## config.mk

```make
export PLATFORM = sky130hd
export DESIGN_NAME = dest_domain
export DESIGN_NICKNAME = d
export VERILOG_FILES = /design/src/rtl/cdc_pkg.sv /design/src/rtl/cdc_sync_bit.sv /design/src/rtl/dest_domain.sv
export SDC_FILE = /design/constraint.sdc
export NUM_CORES = 1
export LEC_CHECK = 0
export BUFFER_PORTS_ARGS = -buffer_cell sky130_fd_sc_hd__clkbuf_2
export CAP_MARGIN = 20
export CORE_MARGIN = 2
export CORE_UTILIZATION = 57
export CTS_BUF_LIST = sky130_fd_sc_hd__clkbuf_8
export CTS_CLUSTER_SIZE = 30
export DETAILED_ROUTE_END_ITERATION = 8
export HOLD_SLACK_MARGIN = 0.02
export MAX_ROUTING_LAYER = met4
export PLACE_DENSITY = 0.86
export SLEW_MARGIN = 20
export SYNTH_ARGS = -nofsm -noshare
export SYNTH_HDL_FRONTEND = slang
export SYNTH_SLANG_ARGS = --single-unit
```

## constraint.sdc

```tcl
create_clock -name CLK -period 3.4 [get_ports CLK]
set_input_delay 0.68 -clock CLK [delete_from_list [all_inputs] [get_ports CLK]]
set_output_delay 0.68 -clock CLK [all_outputs]
set_load 0.02 [all_outputs]
```

## src/rtl/cdc_pkg.sv

```systemverilog
// Shared definitions for the toggle-handshake CDC link blocks.
package cdc_pkg;

   localparam logic ST_IDLE = 1'b0;
   localparam logic ST_HOLD = 1'b1;

   localparam int SYNC_MIN = 2;
   localparam int SYNC_MAX = 4;

   typedef enum logic {
      IDLE = ST_IDLE,
      HOLD = ST_HOLD
   } state_t;

endpackage

```

## src/rtl/cdc_sync_bit.sv

```systemverilog
// Single-bit multi-flop synchronizer with asynchronous active-low reset.
// Assumes STAGES >= 2.
module cdc_sync_bit #(
   parameter int STAGES = 2
) (
   input  logic clk,
   input  logic rst_n,
   input  logic d,
   output logic q
);

   logic [STAGES-1:0] chain;

   // shift the asynchronous input through the flop chain
   always_ff @(posedge clk or negedge rst_n) begin
      if (!rst_n) begin
         chain <= '0;
      end else begin
         chain <= {chain[STAGES-2:0], d};
      end
   end

   assign q = chain[STAGES-1];

endmodule

```

## src/rtl/dest_domain.sv

```systemverilog
// Destination-side receiver of the toggle-handshake CDC link: synchronizes
// the load toggle, captures the source-held word on each toggle edge and
// presents it on a valid/ready interface with a sticky overrun flag.
//
//   state | meaning
//   ------+---------------------------------------------------------
//   IDLE  | holding register empty, dest_valid=0
//   HOLD  | holding register has an unaccepted word, dest_valid=1
module dest_domain
   import cdc_pkg::*;
#(
   parameter int DATAWIDTH   = 8,
   parameter int SYNC_STAGES = 2,
   parameter int CNTWIDTH    = 16
) (
   input  logic                 CLK,
   input  logic                 RSTn,
   input  logic [DATAWIDTH-1:0] src2dest_data,
   input  logic                 src2dest_load,
   input  logic                 dest_ready,
   input  logic                 dest_ovr_clr,
   output logic [DATAWIDTH-1:0] dest_data,
   output logic                 dest_valid,
   output logic                 dest_overrun,
   output logic [CNTWIDTH-1:0]  dest_rx_count
);

   if (SYNC_STAGES < SYNC_MIN || SYNC_STAGES > SYNC_MAX) begin : g_bad_stages
      $error("dest_domain: SYNC_STAGES must be in 2..4");
   end

   // Priming covers the time for the chain to flush whatever level the
   // source left on the toggle while this side was in reset.
   localparam logic [2:0] PRIME_CYC = 3'(SYNC_STAGES + 1);

   logic       sync_q;
   logic       prev_q;
   logic [2:0] prime_cnt;
   logic       primed;
   logic       ev;
   logic       load;
   logic       ovr_set;
   state_t     state_q;
   state_t     state_d;

   cdc_sync_bit #(
      .STAGES (SYNC_STAGES)
   ) u_sync (
      .clk   (CLK),
      .rst_n (RSTn),
      .d     (src2dest_load),
      .q     (sync_q)
   );

   assign primed = (prime_cnt == PRIME_CYC);
   assign ev     = (sync_q ^ prev_q) & primed;

   // edge-detect history and post-reset priming counter
   always_ff @(posedge CLK or negedge RSTn) begin
      if (!RSTn) begin
         prev_q    <= 1'b0;
         prime_cnt <= '0;
      end else begin
         prev_q <= sync_q;
         if (!primed) begin
            prime_cnt <= prime_cnt + 3'd1;
         end
      end
   end

   // state register
   always_ff @(posedge CLK or negedge RSTn) begin
      if (!RSTn) begin
         state_q <= IDLE;
      end else begin
         state_q <= state_d;
      end
   end

   // next state, capture permit and overrun detection
   always_comb begin
      state_d = state_q;
      load    = 1'b0;
      ovr_set = 1'b0;
      case (state_q)
         IDLE: begin
            if (ev) begin
               load    = 1'b1;
               state_d = HOLD;
            end
         end
         HOLD: begin
            if (ev) begin
               if (dest_ready) begin
                  load = 1'b1;
               end else begin
                  ovr_set = 1'b1;
               end
            end else if (dest_ready) begin
               state_d = IDLE;
            end
         end
      endcase
   end

   assign dest_valid = (state_q == HOLD);

   // holding register, received-word counter and sticky overrun flag
   always_ff @(posedge CLK or negedge RSTn) begin
      if (!RSTn) begin
         dest_data     <= '0;
         dest_rx_count <= '0;
         dest_overrun  <= 1'b0;
      end else begin
         if (load) begin
            dest_data     <= src2dest_data;
            dest_rx_count <= dest_rx_count + CNTWIDTH'(1);
         end
         if (ovr_set) begin
            dest_overrun <= 1'b1;
         end else if (dest_ovr_clr) begin
            dest_overrun <= 1'b0;
         end
      end
   end

endmodule

```

Yosys cells after proc, flatten, opt, wreduce, memory -nomap -nowiden
Cells that the tools add are included.
{"block": "word_totals", "output_inout_bits": 26, "in_bits": 13, "regBits": 32}
{"block": "op_classes", "n_addsub": 2, "eq_ne": 1, "mux": 11, "n_reduce_logical": 1, "bitwise": 3}
{"cell": "16-bit by 1-bit adder with 16-bit output (second input constant)", "n": 1}
{"cell": "1-bit two-way mux", "n": 9}
{"cell": "1-bit case mux with 2 select lines", "n": 2}
{"cell": "3-bit by 1-bit adder with 3-bit output (second input constant)", "n": 1}
{"cell": "3-bit by 2-bit equality test with 1-bit output (second input constant)", "n": 1}
{"cell": "2-bit nonzero test", "n": 1}
{"cell": "1-bit bitwise AND", "n": 1}
{"cell": "1-bit inverter", "n": 1}
{"cell": "1-bit bitwise XOR", "n": 1}

Logic depth before layout (Yosys ltp)
{"block": "depth", "ltp_word": 5, "mapped_depth": 7, "depth_no_buf": 6}

Cells and area by module
Synthesis repeated with hierarchy kept, for this count alone.
{"block": "hier_totals", "hier_cells": 119, "hier_area_um2": 1348.8}
{"mod": "dest_domain", "n_inst": 1, "seq_area_each_um2": 750.7, "cells_each": 117, "area_per_inst_um2": 1298.7}
{"mod": "cdc_sync_bit", "n_inst": 1, "seq_area_each_um2": 50.0, "cells_each": 2, "area_per_inst_um2": 50.0}

Worst setup path after synthesis
OpenSTA, ideal clock, no wires.
{"block": "synth_timing", "path_type": "reg-to-reg", "startpoint": "register prime_cnt[0]", "endpoint": "register dest_data[0]", "path_buffers": 2, "period_less_slack_ns": 1.670, "stages_incl_launch_ff": 8, "setup_time_ns": 0.125, "slack_ns": 1.730, "t_arrival_ns": 1.545, "required_ns": 3.275, "path_cell_list": "dfrtp_1 -> ha_1 -> ha_1 -> buf_2 -> and2_1 -> buf_6 -> nand2_8 -> mux2_4"}
{"block": "synth_via", "elab_chain_cells": 4, "word_cells_on_any_way": 5, "cone_classes": "eq/ne: 1; mux: 3; bitwise: 1"}
{"item": "start, declared", "line": "dest_domain.sv:38", "text": "logic [2:0] prime_cnt;"}
{"item": "start signal, assigned", "line": "dest_domain.sv:66", "text": "prime_cnt <= prime_cnt + 3'd1;"}
{"item": "3-bit by 2-bit equality test with 1-bit output (*)", "line": "dest_domain.sv:55", "text": "assign primed = (prime_cnt == PRIME_CYC);"}
{"item": "1-bit bitwise AND (*)", "line": "dest_domain.sv:56", "text": "assign ev = (sync_q ^ prev_q) & primed;"}
{"item": "1-bit two-way mux (on tied branches)", "line": "dest_domain.sv:93, dest_domain.sv:87"}
{"item": "1-bit case mux with 2 select lines (*)", "line": "dest_domain.sv:85", "text": "case (state_q)"}
{"item": "end signal, assigned", "line": "dest_domain.sv:116", "text": "dest_data <= src2dest_data;"}
{"item": "end, declared", "line": "dest_domain.sv:22", "text": "output logic [DATAWIDTH-1:0] dest_data,"}
Mark *: on every way between the ends. The rest lies on a longest branch, timed or not.
A chain may end at the register's enable or synchronous reset.

Final worst setup path
{"block": "layout_timing", "startpoint": "register prime_cnt[0]", "endpoint": "register dest_data[3]"}
Same word-level chain as after synthesis.

==> impl_metrics.prom <==
# TYPE chip_impl_metric gauge
chip_impl_metric{name="grt_pass1_vias",unit=""} 897
chip_impl_metric{name="place_congestion",unit=""} 0.790
chip_impl_metric{name="synth_warnings",unit=""} 0
chip_impl_metric{name="worst_ir_drop_vdd",unit="V"} 0.000483
chip_impl_metric{name="max_cap_violations",unit=""} 0
chip_impl_info{name="crit_path_start_kind",value="register"} 1
chip_impl_metric{name="clkSinkCount",unit=""} 32
chip_impl_metric{name="num-nets-final",unit=""} 164
chip_impl_metric{name="pwr_density_cell",unit="mW/mm2"} 656
chip_impl_info{name="critPathKind",value="register to register"} 1
chip_impl_metric{name="hold_buffer_count_at_cts",unit=""} 0
chip_impl_metric{name="drt-total-wl",unit="mm"} 2.39
chip_impl_metric{name="cts-root-to-sink-buffers",unit=""} 2
chip_impl_metric{name="stdcell_area",unit="mm2"} 0.00169
chip_impl_info{name="tritoncts_clock_tree",value="yes"} 1
chip_impl_metric{name="final_core_utilization",unit=""} 0.743
chip_impl_metric{name="post_synth_inst_count",unit=""} 105
chip_impl_metric{name="cts.repair.resized",unit=""} 0
chip_impl_metric{name="place_ws",unit="ns"} 1.59
chip_impl_info{name="yosys-top-cells-area",value="sky130_fd_sc_hd__dfrtp_1 (57%), sky130_fd_sc_hd__mux2_4 (9.6%), sky130_fd_sc_hd__xnor2_1 (6.2%)"} 1
chip_impl_metric{name="cellLeakagePower",unit="nW"} 0.862
chip_impl_info{name="setup.worst_path.end_class",value="register"} 1
chip_impl_metric{name="total_half_perimeter_wirelength_after_legalization_and_detailed_placement",unit="mm"} 1.80
chip_impl_metric{name="drc",unit=""} 0
chip_impl_metric{name="ant_nets",unit=""} 0
chip_impl_metric{name="routed_wire_length_per_instance",unit="um"} 13.6
chip_impl_metric{name="worst_r2r_path_depth",unit=""} 5
chip_impl_metric{name="accumulated_negative_setup_slack",unit="ns"} 0
chip_impl_info{name="grt_setup_unrepaired",value="no"} 1
chip_impl_metric{name="portBuffers",unit=""} 38
chip_impl_metric{name="drive_gt1_frac",unit=""} 0.392
chip_impl_metric{name="largest_net_degree_at_the_start_of_global_routing",unit=""} 33
chip_impl_metric{name="ctsHtreeMaxLevel",unit=""} 2
chip_impl_metric{name="floorplan.io_pins",unit=""} 39
chip_impl_metric{name="mean_cell_area_of_the_mapped_netlist",unit="um2"} 13.4
chip_impl_metric{name="overflow_left_after_global_routing",unit=""} 0
chip_impl_metric{name="cp_data_arrival_time",unit="ns"} 1.99
chip_impl_metric{name="detail_route.vias_per_cell",unit=""} 5.33
chip_impl_metric{name="finalMaxSlewViolations",unit=""} 0
chip_impl_metric{name="finalSetupViolCount",unit=""} 0
chip_impl_metric{name="post_synth_instance_area",unit="mm2"} 0.00141
chip_impl_info{name="regToRegStartpoint",value="prime_cnt[0]$_DFFE_PN0P_"} 1
chip_impl_metric{name="minimum_period_implied_by_the_final_worst_setup_slack",unit="ns"} 1.82
chip_impl_metric{name="worst_ep_required_time",unit="ns"} 3.57
chip_impl_info{name="worst_hold_path_type",value="register to register"} 1
chip_impl_metric{name="synth-seq-area-share",unit=""} 0.570
chip_impl_metric{name="synth.lib_cells_used.distinct",unit=""} 25
chip_impl_metric{name="critical_path_peak_fanout",unit=""} 10
chip_impl_metric{name="timing.reg2reg.setup_slack",unit="ns"} 1.58
chip_impl_metric{name="post-cts-setup-buffer-count",unit=""} 0
chip_impl_metric{name="final.period_utilization",unit=""} 0.535
chip_impl_metric{name="die_boundary_height",unit="um"} 53.7
chip_impl_metric{name="grt_pass1_wl",unit="mm"} 4.01
chip_impl_metric{name="finalWorstSetupSlack",unit="ns"} 1.58
chip_impl_metric{name="via_count",unit=""} 938
chip_impl_metric{name="instance_area_after_placement",unit="mm2"} 0.00161
chip_impl_metric{name="hold_slack",unit="ns"} 0.351
chip_impl_metric{name="layout_overhead_on_the_synthesized_area",unit="%"} 20.4
chip_impl_metric{name="global_route.usage.total",unit=""} 0.213
chip_impl_info{name="hp-start",value="u_sync.chain[0]$_DFF_PN0_"} 1
chip_impl_metric{name="syn-num-nets",unit=""} 121
chip_impl_info{name="whs_endpoint",value="u_sync.chain[1]$_DFF_PN0_"} 1
chip_impl_metric{name="antenna_found_initial",unit=""} 0
chip_impl_metric{name="ys_ff_latch",unit=""} 32
chip_impl_metric{name="total_die_area",unit="mm2"} 0.00288
chip_impl_metric{name="timing.final.hold_violations",unit=""} 0
chip_impl_metric{name="n_antenna_cell",unit=""} 0
chip_impl_metric{name="insertion_delay",unit="ns"} 0.28
chip_impl_metric{name="timing_worst_slew_pin_value",unit="ns"} 0.762
chip_impl_metric{name="final_cells",unit=""} 176
chip_impl_metric{name="design_power_total",unit="mW"} 1.11
chip_impl_info{name="outcome",value="finished, final reports clean"} 1
chip_impl_metric{name="die_w",unit="um"} 53.7
chip_impl_metric{name="tritoncts.num_buffers",unit=""} 5
chip_impl_metric{name="floorplan.initialDensity",unit=""} 0.617
chip_impl_metric{name="clock.fmax",unit="MHz"} 550
chip_impl_info{name="synth.largest_area_cell",value="sky130_fd_sc_hd__dfrtp_1"} 1
chip_impl_metric{name="clock_pin_slew_on_the_worst_setup_and_hold_paths",unit="ns"} 0.06
chip_impl_metric{name="hold_depth",unit=""} 0
chip_impl_metric{name="synth_largest_type_area_fraction",unit=""} 0.570
chip_impl_metric{name="maxSlewHeadroom",unit=""} 0.492
chip_impl_info{name="worst_r2r_endpoint",value="dest_data[3]$_DFFE_PN0P_"} 1
chip_impl_metric{name="core_area",unit="mm2"} 0.00228
chip_impl_metric{name="drt_first_iter_violations",unit=""} 6
chip_impl_metric{name="detailedRoute.firstPassIterationCount",unit=""} 4
chip_impl_metric{name="floorplan.rows",unit=""} 17
chip_impl_info{name="cts_root_buf",value="sky130_fd_sc_hd__clkbuf_8"} 1
chip_impl_metric{name="placed_cells_incl_taps",unit=""} 169
chip_impl_metric{name="clock_skew",unit="ns"} 0.00750
## synth_stat cells, drive strengths merged
cell,number
dfrtp,32
mux2,10
xnor2,10
nand2,8
nand3,8
xor2,7
and3,4
nand4,4
nor3,4
ha,3
inv,3
buf,2
and2,1
and4,1
and4bb,1
nor2,1
nor2b,1
nor4,1
nor4b,1
o21ai,1
o22ai,1
or2b,1
## sequential cells by signal, indices dropped and copies added (netlist names)
register and cells:
dest_data 8, dest_overrun 1, dest_rx_count 16, dest_valid 1, prev_q 1, prime_cnt 3
u_sync.chain 2
## cells by family after synthesis
family          after synthesis  share of synthesized area
compound gates                2                    0.00801
xor+xnor                     17                      0.106
fa+ha+maj                     3                     0.0267
buf+inv                       5                     0.0196
flops                        32                      0.570
mux                          10                      0.104
simple gates                 36                      0.166
## cell type report
| class | count | area (um2) |
|---|---|---|
| clock buffers | 5 | 68.8 |
| clock inverters | 2 | 8.76 |
| well taps | 28 | 35.0 |
| repair buffers | 38 | 190 |
| flip-flops and latches | 32 | 801 |
| multi-input cells | 68 | 577 |
| fillers | 158 | 584 |
| inverters | 3 | 11.3 |
## per-layer routing
| layer | vias to the layer above | share of wire | track usage |
|---|---|---|---|
| li1 | 449 | - | - |
| met1 | 454 | 0.42 | 0.247 |
| met2 | 32 | 0.50 | 0.325 |
| met3 | 3 | 0.069 | 0.0917 |
| met4 | 0 | 0.014 | 0.0897 |
| met5 | - | 0 | - |
## cell usage in the layout (no fill, tap or decap), types with 3 or more instances in the layout
cell type                  netlist  final
sky130_fd_sc_hd__clkbuf_2        0     38
sky130_fd_sc_hd__dfrtp_1        32     32
sky130_fd_sc_hd__xnor2_1        10     10
sky130_fd_sc_hd__mux2_4          9      9
sky130_fd_sc_hd__nand3_1         8      8
sky130_fd_sc_hd__xor2_1          7      7
sky130_fd_sc_hd__nand2_1         7      7
sky130_fd_sc_hd__clkbuf_8        0      5
sky130_fd_sc_hd__inv_1           3      4
sky130_fd_sc_hd__and3_1          4      4
sky130_fd_sc_hd__nand4_1         4      4
sky130_fd_sc_hd__nor3_1          4      4
sky130_fd_sc_hd__ha_1            3      3
## report_power, final
part | leakage (nW) | internal (mW) | switching [mW] | total, mW
combinational | 0.424 | 0.144 | 0.182 | 0.326
sequential | 0.392 | 0.449 | 0.0722 | 0.521
clock | 0.0452 | 0.136 | 0.128 | 0.264
total | 0.862 | 0.728 | 0.382 | 1.11
## worst max-delay path by stage
stage                                         from                            to  slack [ns]  cells past startpoint
after floorplan           prime_cnt[0]$_DFFE_PN0P_      dest_data[0]$_DFFE_PN0P_        1.73                      7
after global placement    prime_cnt[0]$_DFFE_PN0P_      dest_data[1]$_DFFE_PN0P_        1.70                      5
after global routing      prime_cnt[0]$_DFFE_PN0P_  dest_rx_count[1]$_DFFE_PN0P_        1.47                      5
after CTS                 prime_cnt[0]$_DFFE_PN0P_      dest_data[3]$_DFFE_PN0P_        1.58                      5
after detailed placement  prime_cnt[0]$_DFFE_PN0P_      dest_data[3]$_DFFE_PN0P_        1.59                      5
final                     prime_cnt[0]$_DFFE_PN0P_      dest_data[3]$_DFFE_PN0P_        1.58                      5
## critical path, cell delays in order (launching register included)
cell and delay, ns:
sky130_fd_sc_hd__dfrtp_1 0.37, sky130_fd_sc_hd__ha_1 0.17, sky130_fd_sc_hd__ha_1 0.29, sky130_fd_sc_hd__and2_1 0.39, sky130_fd_sc_hd__nand2_8 0.16, sky130_fd_sc_hd__mux2_4 0.33
No activity file was read; power rests on OpenSTA's default activity.
